File: src/rtl/apb_cmd_master_pkg.sv
// apb_cmd_master_pkg: shared types and defaults for the APB command master.
//   state_t          : FSM encoding (IDLE=0, SETUP=1, ACCESS=2, RESP=3)
//   DEF_ADDR_W/DATA_W: default APB address / data widths
//   DEF_TIMEOUT      : default PREADY wait limit in ACCESS cycles
package apb_cmd_master_pkg;

    typedef enum logic [1:0] {
        IDLE   = 2'd0,
        SETUP  = 2'd1,
        ACCESS = 2'd2,
        RESP   = 2'd3
    } state_t;

    localparam int DEF_ADDR_W  = 12;
    localparam int DEF_DATA_W  = 32;
    localparam int DEF_TIMEOUT = 16;

endpackage

File: src/rtl/apb_wait_timer.sv
// apb_wait_timer: counts ACCESS cycles spent waiting for PREADY.
// Ports:
//   clk, rst : clock, async active-high reset
//   clear    : zero the counter (takes priority over count)
//   count    : increment by one this cycle
//   expired  : counter has reached TIMEOUT-1 (last allowed wait cycle)
module apb_wait_timer #(
    parameter int TIMEOUT = 16
) (
    input  logic clk,
    input  logic rst,
    input  logic clear,
    input  logic count,
    output logic expired
);
    localparam int CW = $clog2(TIMEOUT) + 1;

    logic [CW-1:0] cnt;

    always_ff @(posedge clk or posedge rst) begin
        if (rst)        cnt <= '0;
        else if (clear) cnt <= '0;
        else if (count) cnt <= cnt + 1'b1;
    end

    assign expired = (cnt == CW'(TIMEOUT - 1));

endmodule

File: src/rtl/apb_cmd_master.sv
// apb_cmd_master: turns valid/ready host commands into single APB transfers
// on the timer's tim_* slave port and returns rdata/err as a held response.
// Optional feature macro: APB_CMD_MASTER_TIMEOUT_EN (PREADY wait timeout).
// Ports:
//   sys_clk, sys_rst           : clock, async active-high reset
//   cmd_valid/ready, cmd_write, cmd_addr, cmd_wdata, cmd_strb : request
//   rsp_valid/ready, rsp_rdata, rsp_err, rsp_timeout          : response
//   tim_psel, tim_penable, tim_pwrite, tim_paddr, tim_pwdata,
//   tim_pstrb, tim_prdata, tim_pready, tim_pslverr            : APB master
module apb_cmd_master
    import apb_cmd_master_pkg::*;
#(
    parameter int ADDR_W  = DEF_ADDR_W,
    parameter int DATA_W  = DEF_DATA_W,
    parameter int TIMEOUT = DEF_TIMEOUT
) (
    input  logic                sys_clk,
    input  logic                sys_rst,
    input  logic                cmd_valid,
    output logic                cmd_ready,
    input  logic                cmd_write,
    input  logic [ADDR_W-1:0]   cmd_addr,
    input  logic [DATA_W-1:0]   cmd_wdata,
    input  logic [DATA_W/8-1:0] cmd_strb,
    output logic                rsp_valid,
    input  logic                rsp_ready,
    output logic [DATA_W-1:0]   rsp_rdata,
    output logic                rsp_err,
    output logic                rsp_timeout,
    output logic                tim_psel,
    output logic                tim_penable,
    output logic                tim_pwrite,
    output logic [ADDR_W-1:0]   tim_paddr,
    output logic [DATA_W-1:0]   tim_pwdata,
    output logic [DATA_W/8-1:0] tim_pstrb,
    input  logic [DATA_W-1:0]   tim_prdata,
    input  logic                tim_pready,
    input  logic                tim_pslverr
);
    state_t state, state_nxt;
    logic   accept, capture, tmo_hit, expired;

    always_ff @(posedge sys_clk or posedge sys_rst) begin
        if (sys_rst) state <= IDLE;
        else         state <= state_nxt;
    end

    always_comb begin
        state_nxt = state;
        accept    = 1'b0;
        capture   = 1'b0;
        tmo_hit   = 1'b0;
        case (state)
            IDLE: if (cmd_valid) begin
                accept    = 1'b1;
                state_nxt = SETUP;
            end
            SETUP: state_nxt = ACCESS;
            ACCESS: begin
                // PREADY wins over an expiring timer in the same cycle
                if (tim_pready) begin
                    capture   = 1'b1;
                    state_nxt = RESP;
                end else if (expired) begin
                    tmo_hit   = 1'b1;
                    state_nxt = RESP;
                end
            end
            RESP: if (rsp_ready) state_nxt = IDLE;
            default: state_nxt = IDLE;
        endcase
    end

    // Held low during reset so no command can be seen as accepted then.
    assign cmd_ready   = (state == IDLE) && !sys_rst;
    assign tim_psel    = (state == SETUP) || (state == ACCESS);
    assign tim_penable = (state == ACCESS);
    assign rsp_valid   = (state == RESP);

    // Request registers double as the APB address/data phase drivers;
    // they only change on the accept edge, so they stay stable through
    // SETUP/ACCESS and hold their value in IDLE/RESP.
    always_ff @(posedge sys_clk or posedge sys_rst) begin
        if (sys_rst) begin
            tim_pwrite <= 1'b0;
            tim_paddr  <= '0;
            tim_pwdata <= '0;
            tim_pstrb  <= '0;
        end else if (accept) begin
            tim_pwrite <= cmd_write;
            tim_paddr  <= cmd_addr;
            tim_pwdata <= cmd_write ? cmd_wdata : '0;
            tim_pstrb  <= cmd_write ? cmd_strb  : '0;
        end
    end

    always_ff @(posedge sys_clk or posedge sys_rst) begin
        if (sys_rst) begin
            rsp_rdata <= '0;
            rsp_err   <= 1'b0;
        end else if (capture) begin
            rsp_rdata <= tim_pwrite ? '0 : tim_prdata;
            rsp_err   <= tim_pslverr;
        end else if (tmo_hit) begin
            rsp_rdata <= '0;
            rsp_err   <= 1'b1;
        end
    end

`ifdef APB_CMD_MASTER_TIMEOUT_EN
    logic tmo_q;

    apb_wait_timer #(.TIMEOUT(TIMEOUT)) u_wait_timer (
        .clk     (sys_clk),
        .rst     (sys_rst),
        .clear   (accept),
        .count   ((state == ACCESS) && !tim_pready),
        .expired (expired)
    );

    always_ff @(posedge sys_clk or posedge sys_rst) begin
        if (sys_rst)      tmo_q <= 1'b0;
        else if (capture) tmo_q <= 1'b0;
        else if (tmo_hit) tmo_q <= 1'b1;
    end

    assign rsp_timeout = tmo_q;
`else
    assign expired     = 1'b0;
    assign rsp_timeout = 1'b0;
`endif

endmodule

File: config.mk
export PLATFORM = sky130hd
export DESIGN_NAME = apb_cmd_master
export DESIGN_NICKNAME = d
export VERILOG_FILES = /design/src/rtl/apb_cmd_master_pkg.sv /design/src/rtl/apb_wait_timer.sv /design/src/rtl/apb_cmd_master.sv
export SDC_FILE = /design/constraint.sdc
export NUM_CORES = 1
export LEC_CHECK = 0
export ABC_CLOCK_PERIOD_IN_PS = 7600
export CAP_MARGIN = 20
export CORE_ASPECT_RATIO = 1.75
export CORE_UTILIZATION = 43
export DETAILED_ROUTE_END_ITERATION = 12
export MAX_ROUTING_LAYER = met4
export PLACE_DENSITY = 0.91
export RECOVER_POWER = 50
export SYNTH_ARGS = -nofsm -noshare
export SYNTH_HDL_FRONTEND = slang
export SYNTH_HIERARCHICAL = 1
export SYNTH_SLANG_ARGS = --single-unit
File: constraint.sdc
create_clock -name sys_clk -period 7.6 [get_ports sys_clk]
set_clock_uncertainty 0.1 [all_clocks]
set_input_delay 1.52 -clock sys_clk [delete_from_list [all_inputs] [get_ports sys_clk]]
set_output_delay 1.52 -clock sys_clk [all_outputs]
set_load 0.005 [all_outputs]
==> results of run 1 <==
-- per-layer routing --
| layer | up-vias | GRT usage (%) |
|---|---|---|
| li1 | 1431 | - |
| met1 | 1368 | 23.9 |
| met2 | 119 | 37.5 |
| met3 | 19 | 5.37 |
| met4 | 0 | 9.82 |
| met5 | - | - |
-- flip-flops by register name (all words and copies together) (netlist names) --
name and count:
tim_pwdata 32, rsp_rdata 32, state 2, tim_pwrite 1, rsp_err 1, tim_pstrb 4, tim_paddr 12
-- power by group through the flow --
stage / clock network [mW] / registers [mW] / logic, mW
finish: 0.427 / 0.765 / 0.822
global route: 0.458 / 0.797 / 0.897
CTS: 0.437 / 0.768 / 0.840
detailed placement: 0 / 0.774 / 0.834
global placement: 0 / 0.759 / 0.803
floorplan: 0 / 0.767 / 0.307
-- cell type report --
type | count | area [sq um] | share of cell area, %
tap | 88 | 110 | 2.00
timing repair buffer | 177 | 1790 | 32.5
multi-input combinational | 230 | 1190 | 21.6
inverter | 6 | 23.8 | 0.431
sequential | 84 | 2100 | 38.1
clock inverter | 5 | 52.6 | 0.954
clock buffer | 10 | 239 | 4.34
-- worst max-delay path, stage by stage --
cell	delay [ns]
dlygate4sd3_1	0.56
nor2b_1	0.11
clkdlybuf4s50_1	0.52
-- cell usage after synthesis, drive strengths merged --
cell | instances | area share (%)
o21ai | 68 | 9.9
dfrtp | 84 | 61
conb | 1 | 0.11
nand2 | 106 | 12
a222oi | 1 | 0.29
mux2i | 1 | 0.29
clkbuf | 10 | 1.1
inv | 6 | 0.66
nor2b | 1 | 0.18
ha | 4 | 1.5
nand2b | 32 | 5.9
buf | 14 | 2.0
nor2 | 1 | 0.11
mux2 | 15 | 4.9
-- how the worst max path moves through the flow --
stage / start / to / depth (start not counted)
2_1_floorplan: sys_rst / rsp_err$_DFFE_PP0P_ / 1
3_3_place_gp: sys_rst / cmd_ready / 3
3_5_place_dp: sys_rst / cmd_ready / 3
4_1_cts: sys_rst / cmd_ready / 3
5_1_grt: tim_pready / rsp_rdata[28]$_DFFE_PP0P_ / 4
6_report: sys_rst / cmd_ready / 3
-- logic make-up after synthesis --
| family | after synthesis | share of synthesized area, % |
|---|---|---|
| adders and majority gates | 4 | 1.46 |
| DFF | 84 | 61.4 |
| buffers and inverters | 30 | 3.73 |
| muxes | 16 | 5.23 |
| AOI/OAI and AO/OA | 69 | 10.2 |
| other | 1 | 0.110 |
| and+or+nand+nor | 140 | 17.8 |
==> reports/qor.yml, run 1 <==
floorplanning:
  core_area_sq_mm: 0.00762
  ios: 174
  die_w_um: 69.4
  die-area_sq_mm: 0.00833
  die-height_um: 120
  start_util_pct: 44.9
  rows: 42
drt:
  wl_met3_um: 465
  highest_layer: "met4"
  drc: 0
  ant_nets: 0
  via_per_inst: 4.90
  dr_wl_met2_um: 4630
  dr.pass1.iters: 5
  drtIter0Drc: 128
  wl_met1_um: 3300
  wl_per_cell_um: 14.4
  vias: 2937
  wl_um: 8660
job:
  maxCapViolCount: 2
synth:
  synthDistinctLibCells: 17
  syn_nets: 435
  ys_seq_area_share_pct: 61.4
  synthesis.area_sq_mm: 0.00342
  syn_avg_cell_area_sq_um: 9.94
  yosys_warnings: 6
  synthCells: 344
  synth_seq_cells: 84
timing:
  worst_slack_ns: 3.27
  worst_pin_slew_ns: 2.16
  setup_tns_ns: 0
  max_freq_ghz: 0.231
  period_share_pct: 57.0
  rsz0062_at_grt: "no"
  slew_headroom_pct: -44.3
  drv_slew: 94
  setup_viol: 0
  whs_ns: 0.376
  fin_crit_ns: 4.33
  hold_viol_final: 0
power:
  power.density_mw_per_mm2: 366
  seqPwrFrac_pct: 38.0
  p_total_mw: 2.01
  vdd_ir_drop_max_v: 0.000261
  pwr-share-comb_pct: 40.8
  intPower_mw: 1.42
  switchingPower_mw: 0.593
  power_leakage_nw: 2.43
  switching_share_pct: 29.4
  p_clk_share_pct: 21.2
critical_path:
  rrSetupSlack_ns: 4.63
  crit_path_start_kind: "input pin"
  crit_required_ns: 5.98
  rr_worst_depth: 5
  arrival_ns: 2.71
  criticalPathCategory: "in -> out"
  crit_fanout: 2
  regToRegStartpoint: "state[0]$_DFFE_PP0P_"
  r2r_end: "rsp_err$_DFFE_PP0P_"
  end_kind: "primary output"
layout:
  fillerInstances: 538
  final_common_cell: "clkdlybuf4s50_1"
  utilization_pct: 72.3
  drive_gt1_share_pct: 6.45
  layoutNonFillerInstCount: 600
  layout_common_cells: "clkdlybuf4s50_1, nand2_1, dfrtp_1"
  finalNetCount: 599
  stdcell_area_sq_mm: 0.00551
  n_antenna_cell: 0
  area_growth_pct: 61.1
place:
  place_area_sq_mm: 0.00520
  port_buffers: 172
  placedCellCount: 584
  gp_congestion: 0.774
  pre_cts_ws_ns: 3.38
  dp_hpwl_um: 6250
run_status:
  violations: "max-capacitance violations, max-slew violations"
  status: "finished with violations"
clocking:
  clock_latency_ns: 0.33
  cts.repair.resized: 0
  clockBufferDepth: 2
  path_clk_slew_ns: 0.05
  cts_buffers: 9
  cts_tree: "done"
  cts_sinks: 84
  hold_buffers: 0
  cts_root_buf: "clkbuf_16"
  htreeDepth: 3
  cts_setup_buffers: 0
global_routing:
  grt_start_max_net_pins: 85
  grt_pass1_vias: 2893
  overflow: 0
  antenna_found_initial: 0
  grt_pass1_wl_um: 13700
  globalRouteTotalUtil_pct: 21.9
hold_path:
  worstHoldStart: "tim_pwdata[26]$_DFFE_PP0P_"
  hold_depth: 2
  min_path_type: "reg -> reg"
  holdPathEnd: "tim_pwdata[26]$_DFFE_PP0P_"
Power figures use the tool's default switching activity.
==> run 2, diff against run 1 <==
Settings changed: ABC_CLOCK_PERIOD_IN_PS 7600 to 4160, CORE_UTILIZATION 43 to 40, PLACE_DENSITY 0.91 to 0.85.
Clock period 7.6 ns to 4.16 ns, I/O delays scaled along.
==> run 2 against run 1 <==
The flow now finishes without violations. Critical path type is now in -> async. Largest power group unchanged. Total power grew 83%. Design area grew 0.25%. Critical path depth grew 1.
==> reports/qor.yml, run 2 (same netlist as run 1, synthesis figures left out) <==
critical_path:
  arrival_ns: 3.40  # +0.69 ns
  end_kind: "async pin"
  crit_path_start_kind: "input pin"
  cpPeakStageDelay_ns: 0.99  # +0.43 ns
  crit_fanout: 51  # +49
  crit_buf_inv: 4  # +2
  critical_path.cell_chain: "dlygate4sd3_1 -> clkinvlp_2 -> clkbuf_2 -> clkbuf_2"
  crit_required_ns: 4.48  # -1.50 ns
  crit_family: "buffers and inverters"
  cp_slowest_cell: "clkbuf_2"
  criticalPathCategory: "in -> async"
  crit_top_cell: "clkbuf_2"
drt:
  wl_met1_um: 3200  # -3.1%
  dr.pass1.iters: 4  # -1
  drc: 0  # unchanged
  via_per_inst: 4.73  # -3.3%
  dr_wl_met2_um: 4550  # -1.7%
  drtIter0Drc: 104  # -19%
  wl_met3_um: 377  # -19%
  wl_um: 8510  # -1.8%
  highest_layer: "met4"
  ant_nets: 0  # unchanged
  wl_per_cell_um: 13.5  # -6.3%
  vias: 2978  # +1.4%
layout:
  finalNetCount: 601  # +0.33%
  stdcell_area_sq_mm: 0.00552  # +0.25%
  n_antenna_cell: 0  # unchanged
  drive_gt1_share_pct: 6.42  # -0.025 points
  reg_top3: "rsp_rdata: 32 flops, tim_pwdata: 32 flops, tim_paddr: 12 flops"
  final_common_cell: "clkdlybuf4s50_1"
  layout_common_cells: "clkdlybuf4s50_1, nand2_1, dfrtp_1"
  area_growth_pct: 61.5
  utilization_pct: 66.5  # -5.9 points
  layoutNonFillerInstCount: 629  # +4.8%
floorplanning:
  core_area_sq_mm: 0.00831  # +9.1%
  die_w_um: 71.9  # +3.6%
  die-area_sq_mm: 0.00894  # +7.3%
  die-height_um: 124  # +3.6%
  ios: 174  # unchanged
  start_util_pct: 41.1  # -3.7 points
  rows: 44  # +4.8%
timing:
  fin_crit_ns: 3.07
  hold_viol_final: 0  # unchanged
  worst_pin_slew_ns: 1.22  # -0.947 ns
  drv_slew: 0  # -100%
  setup_tns_ns: 0  # unchanged
  max_freq_ghz: 0.325
  rsz0062_at_grt: "no"
  slew_headroom_pct: 18.8  # +63 points
  period_share_pct: 73.9
  setup_viol: 0  # unchanged
power:
  power.density_mw_per_mm2: 667  # +82%
  power_leakage_nw: 2.42  # -0.29%
  vdd_ir_drop_max_v: 0.000377  # +45%
  p_total_mw: 3.68  # +83%
clocking:
  clock_latency_ns: 0.33  # about the same
  path_clk_slew_ns: 0.05  # about the same
  cts.repair.resized: 0  # unchanged
  cts_setup_buffers: 0  # unchanged
  cts_tree: "done"
  hold_buffers: 0  # unchanged
  cts_buffers: 9  # unchanged
  htreeDepth: 3  # unchanged
  cts_root_buf: "clkbuf_16"
  cts_sinks: 84  # unchanged
  clockBufferDepth: 2  # unchanged
place:
  placedCellCount: 612  # +4.8%
  dp_hpwl_um: 6350  # +1.6%
  gp_congestion: 0.806  # +4.2%
  port_buffers: 172  # unchanged
  place_area_sq_mm: 0.00524  # +0.79%
job:
  maxCapViolCount: 0  # -2
global_routing:
  antenna_found_initial: 0  # unchanged
  grt_pass1_wl_um: 14000  # +2.1%
  grt_start_max_net_pins: 63  # -26%
  grt_pass1_vias: 2991  # +3.4%
  overflow: 0  # unchanged
  globalRouteTotalUtil_pct: 21.1  # -0.81 points
hold_path:
  min_path_type: "reg -> reg"
run_status:
  status: "finished clean"
-- run 2: worst min-delay path: cells and delay by family, from the launching register on --
kind / cells / cell delay (ns)
DFF: 1 / 0.34
AOI/OAI and AO/OA: 1 / 0.06
and+or+nand+nor: 1 / 0.04
-- run 2: stage by stage --
stage	hold WS (ns)	setup WS [ns]
finish	0.373	1.09
global route	0.398	0.663
CTS	0.382	1.32
detailed placement	0.369	1.31
global placement	0.362	1.33
floorplan	0.373	1.06
-- run 2: layout make-up --
type / instances / area (sq um)
clock buffers: 13 / 250
clock inverters: 2 / 35.0
fillers: 651 / 2790
inverters: 6 / 23.8
multi-input cells: 230 / 1190
flip-flops and latches: 84 / 2100
well taps: 115 / 144
repair buffers: 179 / 1780
-- run 2: final timing paths --
kind	slack, ns	to	cells past startpoint	start
max in group sys_clk	1.20	cmd_ready	3	sys_rst
max	1.09	tim_pwdata[4]$_DFFE_PP0P_	4	sys_rst
max reg2reg	1.93	rsp_rdata[15]$_DFFE_PP0P_	7	state[0]$_DFFE_PP0P_
min reg2reg	0.37	tim_pwdata[20]$_DFFE_PP0P_	2	tim_pwdata[20]$_DFFE_PP0P_
min in group asynchronous	0.92	rsp_rdata[5]$_DFFE_PP0P_	2	sys_rst
min	0.37	tim_pwdata[20]$_DFFE_PP0P_	2	tim_pwdata[20]$_DFFE_PP0P_
-- run 2: power by group --
part	switching (mW)	leakage, nW	internal [mW]
registers	0.218	1.06	1.18
clock network	0.286	0.140	0.477
logic	0.561	1.22	0.962
-- run 2: routing by layer --
layer  vias up  global-route usage [%]
met5         -                       -
met4         0                    11.6
met3        28                    4.13
met2       129                    35.8
met1      1389                    22.6
li1       1432                       -
==> run 3, diff against run 2 <==
Settings changed: ABC_CLOCK_PERIOD_IN_PS 4160 to 3200.
Clock period 4.16 ns to 3.2 ns, I/O delays scaled along.
==> run 3 against run 2 <==
Highest routed layer unchanged. Largest cell class unchanged. Clock-buffer cell count shrank 2. Total power grew 28%. Sequential cell count is the same. Non-clock buffer count grew 1. Hold slack gained 0.0041 ns.
==> reports/qor.yml, run 3 (same netlist as run 1, synthesis figures left out) <==
run_status:
  status: "finished clean"
layout:
  fillerInstances: 658  # +1.1%
  final_common_cell: "clkdlybuf4s50_1"
  finalNetCount: 602  # +0.17%
  regArea_sq_mm: 0.00210  # unchanged
  layoutNonFillerInstCount: 631  # +0.32%
  utilization_pct: 66.2  # -0.27 points
  reg_top3: "rsp_rdata: 32 flops, tim_pwdata: 32 flops, tim_paddr: 12 flops"
  multi_input_area_sq_mm: 0.00119  # +0.21%
  layout_common_cells: "clkdlybuf4s50_1, nand2_1, dfrtp_1"
  n_antenna_cell: 0  # unchanged
  area_growth_pct: 60.8
  drive_gt1_share_pct: 7.36  # +0.94 points
clocking:
  path_clk_slew_ns: 0.06  # about the same
  cts_sinks: 84  # unchanged
  cts_setup_buffers: 0  # unchanged
  hold_buffers: 0  # unchanged
  clockBufferDepth: 2  # unchanged
  cts.repair.resized: 0  # unchanged
  htreeDepth: 3  # unchanged
  cts_buffers: 9  # unchanged
  clock_latency_ns: 0.33  # about the same
  cts_tree: "done"
  cts_root_buf: "clkbuf_16"
global_routing:
  globalRouteTotalUtil_pct: 20.8  # -0.29 points
  grt_start_max_net_pins: 86  # +37%
  grt_pass1_vias: 2990  # -0.033%
  overflow: 0  # unchanged
  antenna_found_initial: 0  # unchanged
  grt_pass1_wl_um: 13900  # -0.29%
timing:
  setup_viol: 0  # unchanged
  worst_pin_slew_ns: 1.42  # +0.206 ns
  setup_tns_ns: 0  # unchanged
  max_freq_ghz: 0.374
  drv_slew: 0  # unchanged
  hold_viol_final: 0  # unchanged
  period_share_pct: 83.6
  rsz0062_at_grt: "no"
  whs_ns: 0.377  # +0.00408 ns
  fin_crit_ns: 2.68
  slew_headroom_pct: 5.04  # -14 points
place:
  placedCellCount: 615  # +0.49%
  gp_congestion: 0.846  # +4.9%
  dp_hpwl_um: 6390  # +0.56%
  port_buffers: 172  # unchanged
drt:
  dr.pass1.iters: 4  # unchanged
  drtIter0Drc: 124  # +19%
  wl_per_cell_um: 13.5  # -0.29%
  drc: 0  # unchanged
  vias: 2904  # -2.5%
  wl_um: 8510  # about the same
  ant_nets: 0  # unchanged
  via_per_inst: 4.60  # -2.8%
floorplanning:
  ios: 174  # unchanged
  die_w_um: 71.9  # unchanged
  rows: 44  # unchanged
  core_area_sq_mm: 0.00831  # unchanged
  die-height_um: 124  # unchanged
  die-area_sq_mm: 0.00894  # unchanged
  start_util_pct: 41.1  # unchanged
critical_path:
  rr_worst_depth: 5  # -2
  arrival_ns: 2.78  # -0.62 ns
  end_kind: "flip-flop"
  crit_fanout: 85  # +67%
  crit_path_start_kind: "input pin"
  crit_required_ns: 3.31  # -1.17 ns
  criticalPathCategory: "in -> reg"
power:
  p_clk_share_pct: 19.3  # -1.4 points
  power_leakage_nw: 2.42  # -0.16%
  power.density_mw_per_mm2: 855  # +28%
  intPower_mw: 3.31  # +26%
  vdd_ir_drop_max_v: 0.000439  # +16%
  p_total_mw: 4.70  # +28%
  switching_share_pct: 29.7  # +0.79 points
  pwr-share-comb_pct: 43.0  # +1.7 points
  switchingPower_mw: 1.40  # +31%
  seqPwrFrac_pct: 37.7  # -0.2 points
job:
  maxCapViolCount: 0  # unchanged
hold_path:
  hold_depth: 2  # unchanged
  min_path_type: "reg -> reg"
==> run 3: cell count changes in the layout (fill, tap and decap cells not counted), sizes merged <==
cell and change:
clkbuf -3, buf +2, clkdlybuf4s50 +1, bufinv -1
clkinv +4, dlygate4sd3 -1
==> run 3: worst paths after layout <==
kind	startpoint	endpoint	slack (ns)
max	cmd_valid	tim_paddr[11]$_DFFE_PP0P_	0.52
min	tim_pwdata[20]$_DFFE_PP0P_	tim_pwdata[20]$_DFFE_PP0P_	0.38
max reg2reg	state[1]$_DFFE_PP0P_	tim_paddr[11]$_DFFE_PP0P_	0.73
min reg2reg	tim_pwdata[20]$_DFFE_PP0P_	tim_pwdata[20]$_DFFE_PP0P_	0.38
max in group asynchronous	sys_rst	tim_pwdata[29]$_DFFE_PP0P_	0.68
min in group asynchronous	sys_rst	rsp_rdata[28]$_DFFE_PP0P_	0.83
==> run 3: routing by layer <==
layer  routed length, um  GRT usage, %  vias to the layer above
li1                    -             -                     1436
met1                3140          21.8                     1330
met2                4590          36.0                      120
met3                 521          5.58                       18
met4                 257          9.00                        0
met5                   0             -                        -
==> run 3: layout make-up <==
class | count | area share, %
sequential | 84 | 38.2
timing repair buffer | 180 | 32.3
multi-input combinational | 230 | 21.7
clock buffer | 11 | 4.23
tap | 115 | 2.62
clock inverter | 5 | 0.523
inverter | 6 | 0.432
==> run 3: power by group through the flow <==
stage / registers, mW / clock network (mW) / logic, mW
after floorplan: 1.82 / 0 / 0.729
after detailed placement: 1.79 / 0 / 2.07
after global placement: 1.77 / 0 / 1.99
after CTS: 1.78 / 0.936 / 2.07
final: 1.77 / 0.909 / 2.02
after global routing: 1.83 / 0.981 / 2.23
==> run 3: through the flow <==
step           area, sq um  setup WS (ns)
6_report              5500          0.524
3_5_place_dp          5270          0.691
2_1_floorplan         3420          0.295
4_1_cts               5530          0.687
5_1_grt               5500          0.335
3_3_place_gp          5270          0.759
==> run 3: critical path, stage by stage <==
cell,delay (ns)
dlygate4sd3_1,0.57
nand2_2,0.07
clkbuf_2,1.01
mux2_2,0.43
